File: src/rtl/alu_ctrl_if.sv
// alu_ctrl_if: bundles the instruction, ALU and result buses of alu_ctrl.
//   master : the environment (instruction source, ALU, result consumer)
//   slave  : the alu_ctrl controller
// Signals:
//   instr_valid/instr_ready/instr/imm       instruction handshake + immediate
//   alu_a/alu_b/alu_op  -> ALU, alu_out/alu_flags <- ALU ({ovf, neg, zero})
//   res_valid/res_ready/res_data/res_flags  result handshake
//   ovf_count                               saturating overflow counter
interface alu_ctrl_if #(parameter int BW = 16);
  logic          instr_valid;
  logic          instr_ready;
  logic [9:0]    instr;
  logic [BW-1:0] imm;
  logic [BW-1:0] alu_a;
  logic [BW-1:0] alu_b;
  logic [2:0]    alu_op;
  logic [BW:0]   alu_out;
  logic [2:0]    alu_flags;
  logic          res_valid;
  logic          res_ready;
  logic [BW:0]   res_data;
  logic [2:0]    res_flags;
  logic [7:0]    ovf_count;

  modport master (
    output instr_valid, instr, imm, alu_out, alu_flags, res_ready,
    input  instr_ready, alu_a, alu_b, alu_op, res_valid, res_data, res_flags, ovf_count
  );

  modport slave (
    input  instr_valid, instr, imm, alu_out, alu_flags, res_ready,
    output instr_ready, alu_a, alu_b, alu_op, res_valid, res_data, res_flags, ovf_count
  );
endinterface

File: src/rtl/alu_ctrl.sv
// alu_ctrl: single-issue controller in front of an external combinational ALU.
// Holds a 4 x BW register file, launches one instruction at a time into the
// ALU, captures the result, writes it back and offers it on a valid/ready port.
// Ports:
//   clk  : clock, rising edge
//   rst  : asynchronous active-high reset
//   bus  : alu_ctrl_if.slave (instruction, ALU and result buses)
//
// state | meaning
// IDLE  | waiting for an instruction (instr_ready=1)
// EXEC  | operands at the ALU; capture result and write back this edge
// RESP  | result offered (res_valid=1) until res_ready
module alu_ctrl #(
  parameter int BW = 16
) (
  input  logic     clk,
  input  logic     rst,
  alu_ctrl_if.slave bus
);

  typedef enum logic [1:0] {
    IDLE = 2'd0,
    EXEC = 2'd1,
    RESP = 2'd2
  } state_t;

  state_t        r_state;
  state_t        w_state_nxt;
  logic          w_accept;
  logic          w_capture;

  logic [BW-1:0] r_rf [4];
  logic [BW-1:0] r_alu_a;
  logic [BW-1:0] r_alu_b;
  logic [2:0]    r_alu_op;
  logic [1:0]    r_rd;
  logic [BW:0]   r_res_data;
  logic [2:0]    r_res_flags;
  logic [7:0]    r_ovf_count;

  logic          w_imm_sel;
  logic [2:0]    w_op;
  logic [1:0]    w_rd;
  logic [1:0]    w_ra;
  logic [1:0]    w_rb;

  assign w_imm_sel = bus.instr[9];
  assign w_op      = bus.instr[8:6];
  assign w_rd      = bus.instr[5:4];
  assign w_ra      = bus.instr[3:2];
  assign w_rb      = bus.instr[1:0];

  always_ff @(posedge clk or posedge rst) begin
    if (rst) r_state <= IDLE;
    else     r_state <= w_state_nxt;
  end

  always_comb begin
    w_state_nxt = r_state;
    w_accept    = 1'b0;
    w_capture   = 1'b0;
    case (r_state)
      IDLE: begin
        if (bus.instr_valid) begin
          w_accept    = 1'b1;
          w_state_nxt = EXEC;
        end
      end
      EXEC: begin
        w_capture   = 1'b1;
        w_state_nxt = RESP;
      end
      RESP: begin
        if (bus.res_ready) w_state_nxt = IDLE;
      end
      default: w_state_nxt = IDLE;
    endcase
  end

  // Operands are read at acceptance and the writeback happens one edge later,
  // so ra/rb/rd aliasing needs no special handling. rd is latched because the
  // instruction bus may change while the controller is busy.
  always_ff @(posedge clk or posedge rst) begin
    if (rst) begin
      r_alu_a  <= '0;
      r_alu_b  <= '0;
      r_alu_op <= '0;
      r_rd     <= '0;
    end else if (w_accept) begin
      r_alu_a  <= r_rf[w_ra];
      r_alu_b  <= w_imm_sel ? bus.imm : r_rf[w_rb];
      r_alu_op <= w_op;
      r_rd     <= w_rd;
    end
  end

  always_ff @(posedge clk or posedge rst) begin
    if (rst) begin
      for (int i = 0; i < 4; i++) r_rf[i] <= '0;
      r_res_data  <= '0;
      r_res_flags <= '0;
    end else if (w_capture) begin
      r_rf[r_rd]  <= bus.alu_out[BW-1:0];
      r_res_data  <= bus.alu_out;
      r_res_flags <= bus.alu_flags;
    end
  end

  // Saturating: holds at 255 rather than wrapping.
  always_ff @(posedge clk or posedge rst) begin
    if (rst) begin
      r_ovf_count <= '0;
    end else if (w_capture && bus.alu_flags[2] && (r_ovf_count != 8'hFF)) begin
      r_ovf_count <= r_ovf_count + 8'd1;
    end
  end

  assign bus.instr_ready = (r_state == IDLE);
  assign bus.res_valid   = (r_state == RESP);
  assign bus.alu_a       = r_alu_a;
  assign bus.alu_b       = r_alu_b;
  assign bus.alu_op      = r_alu_op;
  assign bus.res_data    = r_res_data;
  assign bus.res_flags   = r_res_flags;
  assign bus.ovf_count   = r_ovf_count;

endmodule

File: src/flat_wrapper.sv
// flat-port wrapper written by rule: the top's interface ports become plain ports
module alu_ctrl_flat 
#(
  parameter int BW = 16
)
  (clk, rst, bus_instr_valid, bus_instr, bus_imm, bus_alu_out, bus_alu_flags, bus_res_ready, bus_instr_ready, bus_alu_a, bus_alu_b, bus_alu_op, bus_res_valid, bus_res_data, bus_res_flags, bus_ovf_count);
  alu_ctrl_if #(.BW(BW)) bus_i ();
  input  logic clk;
  input  logic rst;
  input wire logic [$bits(bus_i.instr_valid)-1:0] bus_instr_valid;
  input wire logic [$bits(bus_i.instr)-1:0] bus_instr;
  input wire logic [$bits(bus_i.imm)-1:0] bus_imm;
  input wire logic [$bits(bus_i.alu_out)-1:0] bus_alu_out;
  input wire logic [$bits(bus_i.alu_flags)-1:0] bus_alu_flags;
  input wire logic [$bits(bus_i.res_ready)-1:0] bus_res_ready;
  output wire logic [$bits(bus_i.instr_ready)-1:0] bus_instr_ready;
  output wire logic [$bits(bus_i.alu_a)-1:0] bus_alu_a;
  output wire logic [$bits(bus_i.alu_b)-1:0] bus_alu_b;
  output wire logic [$bits(bus_i.alu_op)-1:0] bus_alu_op;
  output wire logic [$bits(bus_i.res_valid)-1:0] bus_res_valid;
  output wire logic [$bits(bus_i.res_data)-1:0] bus_res_data;
  output wire logic [$bits(bus_i.res_flags)-1:0] bus_res_flags;
  output wire logic [$bits(bus_i.ovf_count)-1:0] bus_ovf_count;
  assign bus_i.instr_valid = bus_instr_valid;
  assign bus_i.instr = bus_instr;
  assign bus_i.imm = bus_imm;
  assign bus_i.alu_out = bus_alu_out;
  assign bus_i.alu_flags = bus_alu_flags;
  assign bus_i.res_ready = bus_res_ready;
  assign bus_instr_ready = bus_i.instr_ready;
  assign bus_alu_a = bus_i.alu_a;
  assign bus_alu_b = bus_i.alu_b;
  assign bus_alu_op = bus_i.alu_op;
  assign bus_res_valid = bus_i.res_valid;
  assign bus_res_data = bus_i.res_data;
  assign bus_res_flags = bus_i.res_flags;
  assign bus_ovf_count = bus_i.ovf_count;
  alu_ctrl #(.BW(BW)) u_core (.clk(clk), .rst(rst), .bus(bus_i));
endmodule
File: config.mk
export PLATFORM = sky130hd
export DESIGN_NAME = alu_ctrl_flat
export DESIGN_NICKNAME = d
export VERILOG_FILES = /design/src/rtl/alu_ctrl_if.sv /design/src/rtl/alu_ctrl.sv /design/src/flat_wrapper.sv
export SDC_FILE = /design/constraint.sdc
export NUM_CORES = 1
export LEC_CHECK = 0
export ABC_AREA = 1
export BUFFER_PORTS_ARGS = -buffer_cell sky130_fd_sc_hd__buf_2
export CORE_AREA = 2 2 161 163
export DETAILED_ROUTE_END_ITERATION = 10
export DIE_AREA = 0 0 163 165
export PLACE_DENSITY_LB_ADDON = 0.2
export SLEW_MARGIN = 20
export SYNTH_ARGS = -nofsm -noshare
export SYNTH_HDL_FRONTEND = slang
export SYNTH_SLANG_ARGS = --single-unit
File: constraint.sdc
create_clock -name clk -period 4.05 [get_ports clk]
set_clock_uncertainty 0.2 [all_clocks]
set_input_delay 0.2025 -clock clk [delete_from_list [all_inputs] [get_ports clk]]
set_output_delay 0.2025 -clock clk [all_outputs]
set_load 0.02 [all_outputs]
# Yosys cells after proc, flatten, opt, wreduce, memory -nomap -nowiden
# Index checks and enable logic that the tools add are counted.
# totals
input_bits	50
elab_cells	46
output_inout_bits	65
romBits	0
latch_bits	0
register_bits	131
n_memories	0
ram_bits	0
# classes
div	0
n_mul	0
n_lt_le_gt_ge	4
n_addsub	1
n_mux	16
n_bitwise	3
n_shift	0
n_reduce_logical	5
eq_ne	5
# ops
op	count
$mux 16	6
$bmux 16 s2	2
$bwmux 64	1
$demux 16 s2	1
$ge 3x3->1 const B	3
$not 2->3	3
$add 8x1->8 const B	1
$ne 8x8->1 const B	1
$pmux 2 s3	1
$mux 2	2
$ne 2x2->1 const B	2
$logic_and 1x1->1	3
$lt 3x1->1 const B	1
$mux 1	3
$eq 2x1->1 const B	1
$eq 2x2->1 const B	1
$logic_not 2->1	1
$reduce_and 2->1	1

# Depth between registers and ports, before layout
# Gate-level depths: netlist (run 1).
# depth
word_depth	6
ltp_mapped	8
mapped_depth_nobuf	8

# Worst setup path before layout (run 1)
# No wires, ideal clock.
# synth_timing
kind	register to register
from	register u_core.r_ovf_count[1], in the netlist u_core.bus.ovf_count[1]
to	register u_core.r_ovf_count[5], in the netlist u_core.bus.ovf_count[5]
arrival_time_ns	1.207
path_buffers	0
period_less_slack_ns	1.524
stages_incl_launch_ff	9
required_ns	3.734
setup_time_ns	0.116
path_slack_ns	2.526
path_cell_list	dfrtp_1 -> ha_1 -> inv_1 -> nor2_1 -> nand2_1 -> nand2_2 -> inv_2 -> nand2_1 -> nand2_1
# synth_via
elab_chain_cells	2
elab_cells_between_ends	3
cone_classes	add/sub (1); eq/ne (1); reduce/logical (1)
# synth_rtl
element	line	text
from (decl)	alu_ctrl.sv:39	logic [7:0] r_ovf_count;
from (signal assigned)	alu_ctrl.sv:114	r_ovf_count <= r_ovf_count + 8'd1;
branches (longest 2 deep; another with $add 8x1->8)	--	
# Parallel ways; which one is timed is not known.
# A chain may end at the register's enable or synchronous reset.

# Worst setup path after layout (run 1)
# layout_timing
from	register u_core.r_state[1]
to	register u_core.r_rf[13] (netlist name)
# layout_via
elab_chain_cells	2
# layout_rtl
element	line	text
from (decl)	alu_ctrl.sv:27	state_t r_state;
from (signal assigned)	alu_ctrl.sv:55	else r_state <= w_state_nxt;
$eq 2x1->1	alu_ctrl.sv:62	case (r_state)
$mux 1	alu_ctrl.sv:62	
to (signal, indexed assignment)	alu_ctrl.sv:103	r_rf[r_rd] <= bus.alu_out[BW-1:0];
to (decl)	alu_ctrl.sv:32	logic [BW-1:0] r_rf [4];
# Every way passes these cells.

==> summary.txt, run 1 <==
Status - finished, final reports clean
Vias in the first global route - 5,106
PnR worst setup slack - 2.04 ns
Unique masters post-synth - 26
All-Layer GR Usage - 14.7%
Final Wtd Congestion - 0.733
Mapped Nets - 823
Largest fanout on the critical path - 39
Port bufs - 114
Row count - 58
# setup viols final - 0
Vias per cell - 4.37
Post-route core utilization - 32.6%
Most common cell after layout, fill and taps aside - nand2_1
CTS tree - done
FF+latch count, synth - 131
Detail Route met3 WL - 921 microns
Simple-gate share of the synthesized area - 26.4%
Clk slew on worst S/H paths - 0.06 ns
Clock sinks - 131
Compound-Gate Fraction of Synth Area - 14.3%
Synth Area per Inst - 8.31 sq um
Starting DRT DRC Count - 358
Chip Height - 165 microns
Mapped cell area - 0.00641 sq mm
Setup crit start kind - flop
Worst-margin pin slew - 0.931 ns
Total grt overflow - 0
RSZ-0062 raised after global routing - false
Yosys Warn Count - 0
Die ar. - 0.0269 sq mm
Final TNS setup - 0 ns
Antenna diode instance count - 0
R2R setup slack - 2.04 ns
DR pass1 iterations - 4
Seq/Total Area, Yosys - 51.1%
Vias - 5,452
Clock latency on the worst-skew pair - 0.41 ns
Final nets - 956
Largest family of logic cells by synthesized area - simple AND/OR/NAND/NOR gates
Initial antenna violation count - 0
Chip width - 163 microns
Mux contribution to synthesized area - 0%
Clock tree buffer depth - 2
Crit path kind - reg -> reg
Htree depth - 4
First-pass GRT wire length - 30,000 microns
Area growth syn-to-layout - 27.2%
Peak supply drop - 0.261 mV
Syn Inst Count - 772
Top sig layer - met4
Tcrit/Tclk final - 49.6%
Most frequent cells in the layout - 260 x nand2_1, 131 x dfrtp_1, 114 x buf_2, 86 x nor2_1, 51 x nand3_1
CTS Buf Count - 17
Routed Antenna Nets - 0
Fmax - 498 MHz
Maxcap violations - 0
Fillcell total - 2,668
DR DRC count - 0
Critical Path RT - 4.13 ns
Synth Area in Adders - 0.195%
Hold Vio Cnt, Final - 0
Design Power - 0.00632 W
CP arrival - 2.09 ns
Share of cells above drive strength 1 - 22.9%
Overall routed net length - 19,000 microns
DP HPWL - 11,900 microns
Post-layout min period - 2.01 ns
Worst slack, placed - 1.79 ns
Fin. max-slew vios - 0
Root Buffer - clkbuf_16
Initial Util - 25.6%
Worst Hold Class - in -> reg
Largest net degree at the start of global routing - 93
Leak - 3.97 nW
Power Density - 775 mW/mm^2
WL met1 - 9930 microns
Worst slew margin - 37.9%
Metal2 WL - 8050 microns
CP endpoint kind - flop
Core Area - 0.0250 sq mm
I/O pin total - 115
XOR/XNOR Fraction of Synth Area - 0.546%
Wire per inst - 15.3 microns
==> critical path: stages (launching register included) <==
cell     delay (ns)
dfrtp_1        0.38
inv_1          0.11
nand2_4        0.25
inv_8          0.20
nand3_4        0.41
nand2_1        0.21
o21ai_1        0.08
==> layer usage <==
layer  GRT usage [%]  up-vias
met1            21.8     2533
met3            3.52        8
met5               0        -
met2            21.4      148
met4            3.70        0
li1                -     2763
==> flip-flops by register name, summed over array words and instances, names as in the netlist <==
signal,count
u_core.bus.res_data,17
u_core.bus.alu_a,16
u_core.bus.alu_op,3
u_core.r_state,2
u_core.r_rf,64
u_core.r_rd,2
u_core.bus.alu_b,16
u_core.bus.ovf_count,8
u_core.bus.res_flags,3
==> final timing paths <==
check | from | endpoint | cells after the start
max | u_core.r_state[1] | u_core.r_rf[13] | 6
min reg2reg | u_core.bus.alu_op[0] | u_core.bus.alu_op[0] | 2
max reg2reg | u_core.r_state[1] | u_core.r_rf[13] | 6
min | bus_instr[9] | u_core.bus.alu_b[8] | 3
min in group asynchronous | rst | u_core.bus.res_data[0] | 3
max in group asynchronous | rst | u_core.r_rf[12] | 4
==> kinds of logic after synthesis <==
| group | after synthesis |
|---|---|
| flip-flops | 131 |
| adder cells (fa/ha/maj) | 1 |
| AO/OA/AOI/OAI | 148 |
| XOR/XNOR | 4 |
| buffers and inverters | 79 |
| AND/OR/NAND/NOR | 409 |
==> timing repair <==
item / in CTS / in global routing
hold buffers: 43 / 0
gates resized for setup: 0 / 0
setup endpoints to repair: 0 / 0
setup buffers: 0 / 0
endpoints found under the hold margin: 186 / 0
==> metrics by stage <==
stage	std cells	instance area, sq um	hold slack [ns]
floorplan	772	6410	0.110
global placement	1173	7080	0.197
CTS	1247	8160	0.0610
finish	1247	8160	0.0857
detailed placement	1173	7080	0.204
global route	1247	8160	0.103
==> cell type report <==
| class | instances | area [sq um] | share of cell area, % |
|---|---|---|---|
| clock inverters | 13 | 208 | 2.55 |
| clock buffers | 18 | 439 | 5.38 |
| multi-input cells | 562 | 2660 | 32.6 |
| flip-flops and latches | 131 | 3280 | 40.2 |
| repair buffers | 160 | 1020 | 12.5 |
| well taps | 330 | 413 | 5.06 |
| inverters | 33 | 139 | 1.70 |
==> synthesized netlist by cell type <==
cell type	number	area, sq um
a21oi_1	32	160
buf_2	18	90.1
buf_4	10	75.1
buf_6	15	169
clkbuf_1	3	11.3
dfrtp_1	131	3280
ha_1	1	12.5
inv_1	28	105
inv_2	3	11.3
inv_4	1	6.26
inv_8	1	11.3
nand2_1	260	976
nand2_2	1	6.26
nand2_4	2	22.5
nand3_1	51	255
nand3_4	4	70.1
nand3b_1	2	15.0
nand4_1	1	6.26
nor2_1	86	323
nor2_2	1	6.26
nor2_4	1	11.3
o21ai_0	45	225
o21ai_1	24	120
o21ai_2	47	412
xnor2_1	3	26.3
xor2_1	1	8.76
==> power breakdown <==
part	switching [W]	internal, W	leakage, nW
registers	0.000465	0.00194	1.58
logic	0.00142	0.000796	2.08
clock network	0.000591	0.00111	0.304
(Power assumes the default switching activity.)
==> run 2, diff against run 1 <==
ABC_AREA = 0   (was 1)
CORE_AREA = 2 2 155 157   (was 2 2 161 163)
DIE_AREA = 0 0 157 159   (was 0 0 163 165)
clock period = 1.7 ns   (was 4.05 ns; I/O delays follow)
==> run 2 against run 1 <==
The run now ends with setup timing left; cell count fell by 25%; area after synthesis fell by 7.0%; register-to-register slack got worse by 2.1 ns; total power rose to 2.6 times the previous value; global-route usage fell by 0.25 points; sequential power rose by 140%; non-clock buffer count rose by 50; first-iteration DRC count fell by 32%; count of clock-buffer cells in the layout rose by 2; setup slack got worse by 2.1 ns; critical endpoint is now u_core.bus.alu_op[1]; largest cell class unchanged; largest power group is now combinational logic.
==> summary.txt, run 2 <==
Most common cell after layout, fill and taps aside - dfrtp_1
Largest net degree at the start of global routing - 23 (-75%)
Starting DRT DRC Count - 242 (-32%)
Crit path kind - reg -> reg
Mapped cell area - 0.00596 sq mm (-7.0%)
Top-count cell post-synth - mux2_2
Routed Antenna Nets - 0 (unchanged)
Fin. max-slew vios - 0 (unchanged)
Peak supply drop - 0.919 mV (+250%)
DR pass1 iterations - 7 (+3)
Layout Cells excl Fill - 935 (-25%)
Largest area contributor in the netlist - dfrtp_1
I/O pin total - 115 (unchanged)
Fmax - 563 MHz (+13%)
CP endpoint kind - flop
Chip Height - 159 microns (-3.6%)
Most frequent cells in the layout - 130 x dfrtp_1, 114 x buf_2, 89 x mux2_2, 48 x mux2_4, 44 x dlygate4sd3_1
Yosys Warn Count - 0 (unchanged)
Vias in the first global route - 4,606 (-9.8%)
Setup crit start kind - flop
Leak - 3.89 nW (-2.1%)
Critical path depth in cells - 5 (-1)
Share of the synthesized area in the top cell type - 55.0% (+3.9 points)
Wire per inst - 18.8 microns (+23%)
Initial Util - 25.7% (+0.095 points)
Final nets - 654 (-32%)
Power Density - 1870 mW/mm^2 (+140%)
CP Buf/Inv Count - 3 (+1)
Post-layout min period - 1.78 ns (-0.232 ns)
DR DRC count - 0 (unchanged)
Vias - 4,266 (-22%)
Worst reg2reg startpoint - u_core.r_state[1]
Synth Area per Inst - 14.9 sq um (+79%)
Clk slew on worst S/H paths - 0.06 ns (about the same)
Worst path cell trace - buf_4, nor3b_4, buf_6, clkbuf_16, mux2_2
Chip width - 157 microns (-3.7%)
Largest fanout on the critical path - 8 (-79%)
Main synth FF type - dfrtp_1
Share of cells above drive strength 1 - 58.9% (+36 points)
Critical Path Slowest Stage Cell - dfrtp_1
Htree depth - 4 (unchanged)
Unique masters post-synth - 36 (+38%)
Top cells by count, synth - 137 x mux2_2, 131 x dfrtp_1, 18 x nor2_1
PnR worst setup slack - -0.0761 ns (-2.12 ns)
Root Buffer - clkbuf_16
Post-synth EDFFs - 0 (unchanged)
Clock sinks - 131 (unchanged)
Initial antenna violation count - 0 (unchanged)
Vias per cell - 4.56 (+4.4%)
CP top delay family - buffers and inverters
Worst-margin pin slew - 0.809 ns (-0.121 ns)
Maxcap violations - 0 (unchanged)
Antenna diode instance count - 0 (unchanged)
Mapped Nets - 452 (-45%)
FF+latch count, synth - 131 (unchanged)
Critical Path RT - 1.80 ns (-2.33 ns)
Port bufs - 114 (unchanged)
Crit path from - u_core.r_state[1]
Cells after DPL - 848 (-28%)
Worst Hold Class - in -> async
Biggest register - u_core.r_rf
All-Layer GR Usage - 14.5% (-0.25 points)
CTS tree - done
Clock latency on the worst-skew pair - 0.42 ns (about the same)
Final Wtd Congestion - 0.713 (-2.7%)
Die ar. - 0.0250 sq mm (-7.2%)
Largest cells by area after synthesis - dfrtp_1 55%, mux2_2 26%, mux4_2 6.0%, a222oi_1 2.7%, a21oi_1 1.4%
Worst-case reg-to-reg path depth - 5 (-1)
# setup viols final - 46 (+46)
Failing checks - setup timing
Syn Inst Count - 401 (-48%)
Max reg flops - 64 (unchanged)
Seq/Total Area, Yosys - 55.0% (+3.9 points)
DP HPWL - 11,500 microns (-3.3%)
Total grt overflow - 0 (unchanged)
Area growth syn-to-layout - 47.2%
Worst slew margin - 45.8% (+7.9 points)
Hold Vio Cnt, Final - 0 (unchanged)
Worst hold slack - 0.0776 ns (-0.00813 ns)
CP arrival - 1.88 ns (-0.21 ns)
Fillcell total - 2,211 (-17%)
Core Area - 0.0232 sq mm (-7.4%)
First-pass GRT wire length - 27,200 microns (-9.5%)
Row count - 56 (-3.4%)
RSZ-0062 raised after global routing - true
Status - finished with violations
Overall routed net length - 17,600 microns (-7.5%)
Clock tree buffer depth - 2 (unchanged)
Synth async-reset ratio - 100% (unchanged)
Tcrit/Tclk final - 104% (+55 points)
CTS Buf Count - 17 (unchanged)
Slowest cell delay on critical path - 0.41 ns (about the same)
## run 2: cell types whose count changed in the layout (fill, tap and decap cells not counted), moves of 25 or more
cell	delta
nor2_1	-69
o21ai_0	-44
buf_4	+25
mux2_2	+89
nand3_1	-48
nand2_1	-253
o21ai_2	-47
mux2_4	+48
inv_1	-26
## run 2: area by class of cell
class | instances | area [sq um] | area share [%]
clock buffer | 20 | 457 | 5.20
sequential | 131 | 3280 | 37.4
timing repair buffer | 210 | 1690 | 19.3
tap | 319 | 399 | 4.55
inverter | 2 | 11.3 | 0.128
clock inverter | 12 | 203 | 2.31
multi-input combinational | 241 | 2740 | 31.2
## run 2: through the flow
step	util, %	setup slack (ns)	instance area (sq um)	setup TNS [ns]	total power, W
detailed placement	31.8	-0.111	7380	-3.71	0.0118
floorplan	-	-0.208	6090	-30.93	0.00973
CTS	37.4	-0.0347	8680	-0.588	0.0164
finish	37.9	-0.0761	8780	-1.57	0.0164
global route	37.9	-0.126	8780	-7.37	0.0174
global placement	31.8	-0.0975	7380	-2.13	0.0116
## run 2: kinds of logic (layout without fill, tap and decap cells)
logic type | count (synthesis) | in the layout | share of synthesized area (%)
DFF | 131 | 131 | 55.0
buffers and inverters | 29 | 244 | 2.83
and+or+nand+nor | 43 | 43 | 4.34
AOI/OAI and AO/OA | 38 | 38 | 4.74
muxes | 156 | 156 | 32.5
adders and majority gates | 1 | 1 | 0.210
xor gates and xnor gates | 3 | 3 | 0.441
## run 2: final timing paths
check,endpoint,slack [ns]
worst max-delay path,u_core.bus.alu_op[1],-0.08
worst min-delay path,u_core.bus.alu_b[0],0.08
worst max register to register,u_core.bus.alu_op[1],-0.08
worst min register to register,u_core.bus.res_flags[2],0.28
max in group asynchronous,u_core.r_rf[8],0.70
min in group clk,u_core.r_state[0],0.09
## run 2: worst reg2reg max path: cells and delay by family, from the launching register on
family | cells | cell delay (ns)
buf+inv | 3 | 0.55
flops | 1 | 0.41
simple gates | 1 | 0.17
mux | 1 | 0.33
## run 2: layer usage
metal  wire [microns]  up-vias  part of all wire (%)  GRT usage, %
met5                0        -                     0             0
met4              167        0                  0.95          3.75
met3              793       11                   4.5          3.62
met2             8510      119                    48          23.3
met1             8130     2217                    46          19.4
li1                 -     1919                     -             -
## run 2: what timing repair did
action | in CTS | in global routing
resized for setup | 33 | 4
endpoints found under the hold margin | 237 | 0
buffers inserted | 5 | 1
pin swaps | 3 | 2
endpoints found under the setup margin | 84 | 85
hold buffers | 44 | 0
gates cloned | 2 | 3
## run 2: power by group
| group | internal [W] | switching (W) | leakage (nW) |
|---|---|---|---|
| registers | 0.00467 | 0.00107 | 1.56 |
| clock network | 0.00268 | 0.00143 | 0.309 |
| logic | 0.00365 | 0.00293 | 2.01 |
| total | 0.0110 | 0.00544 | 3.89 |
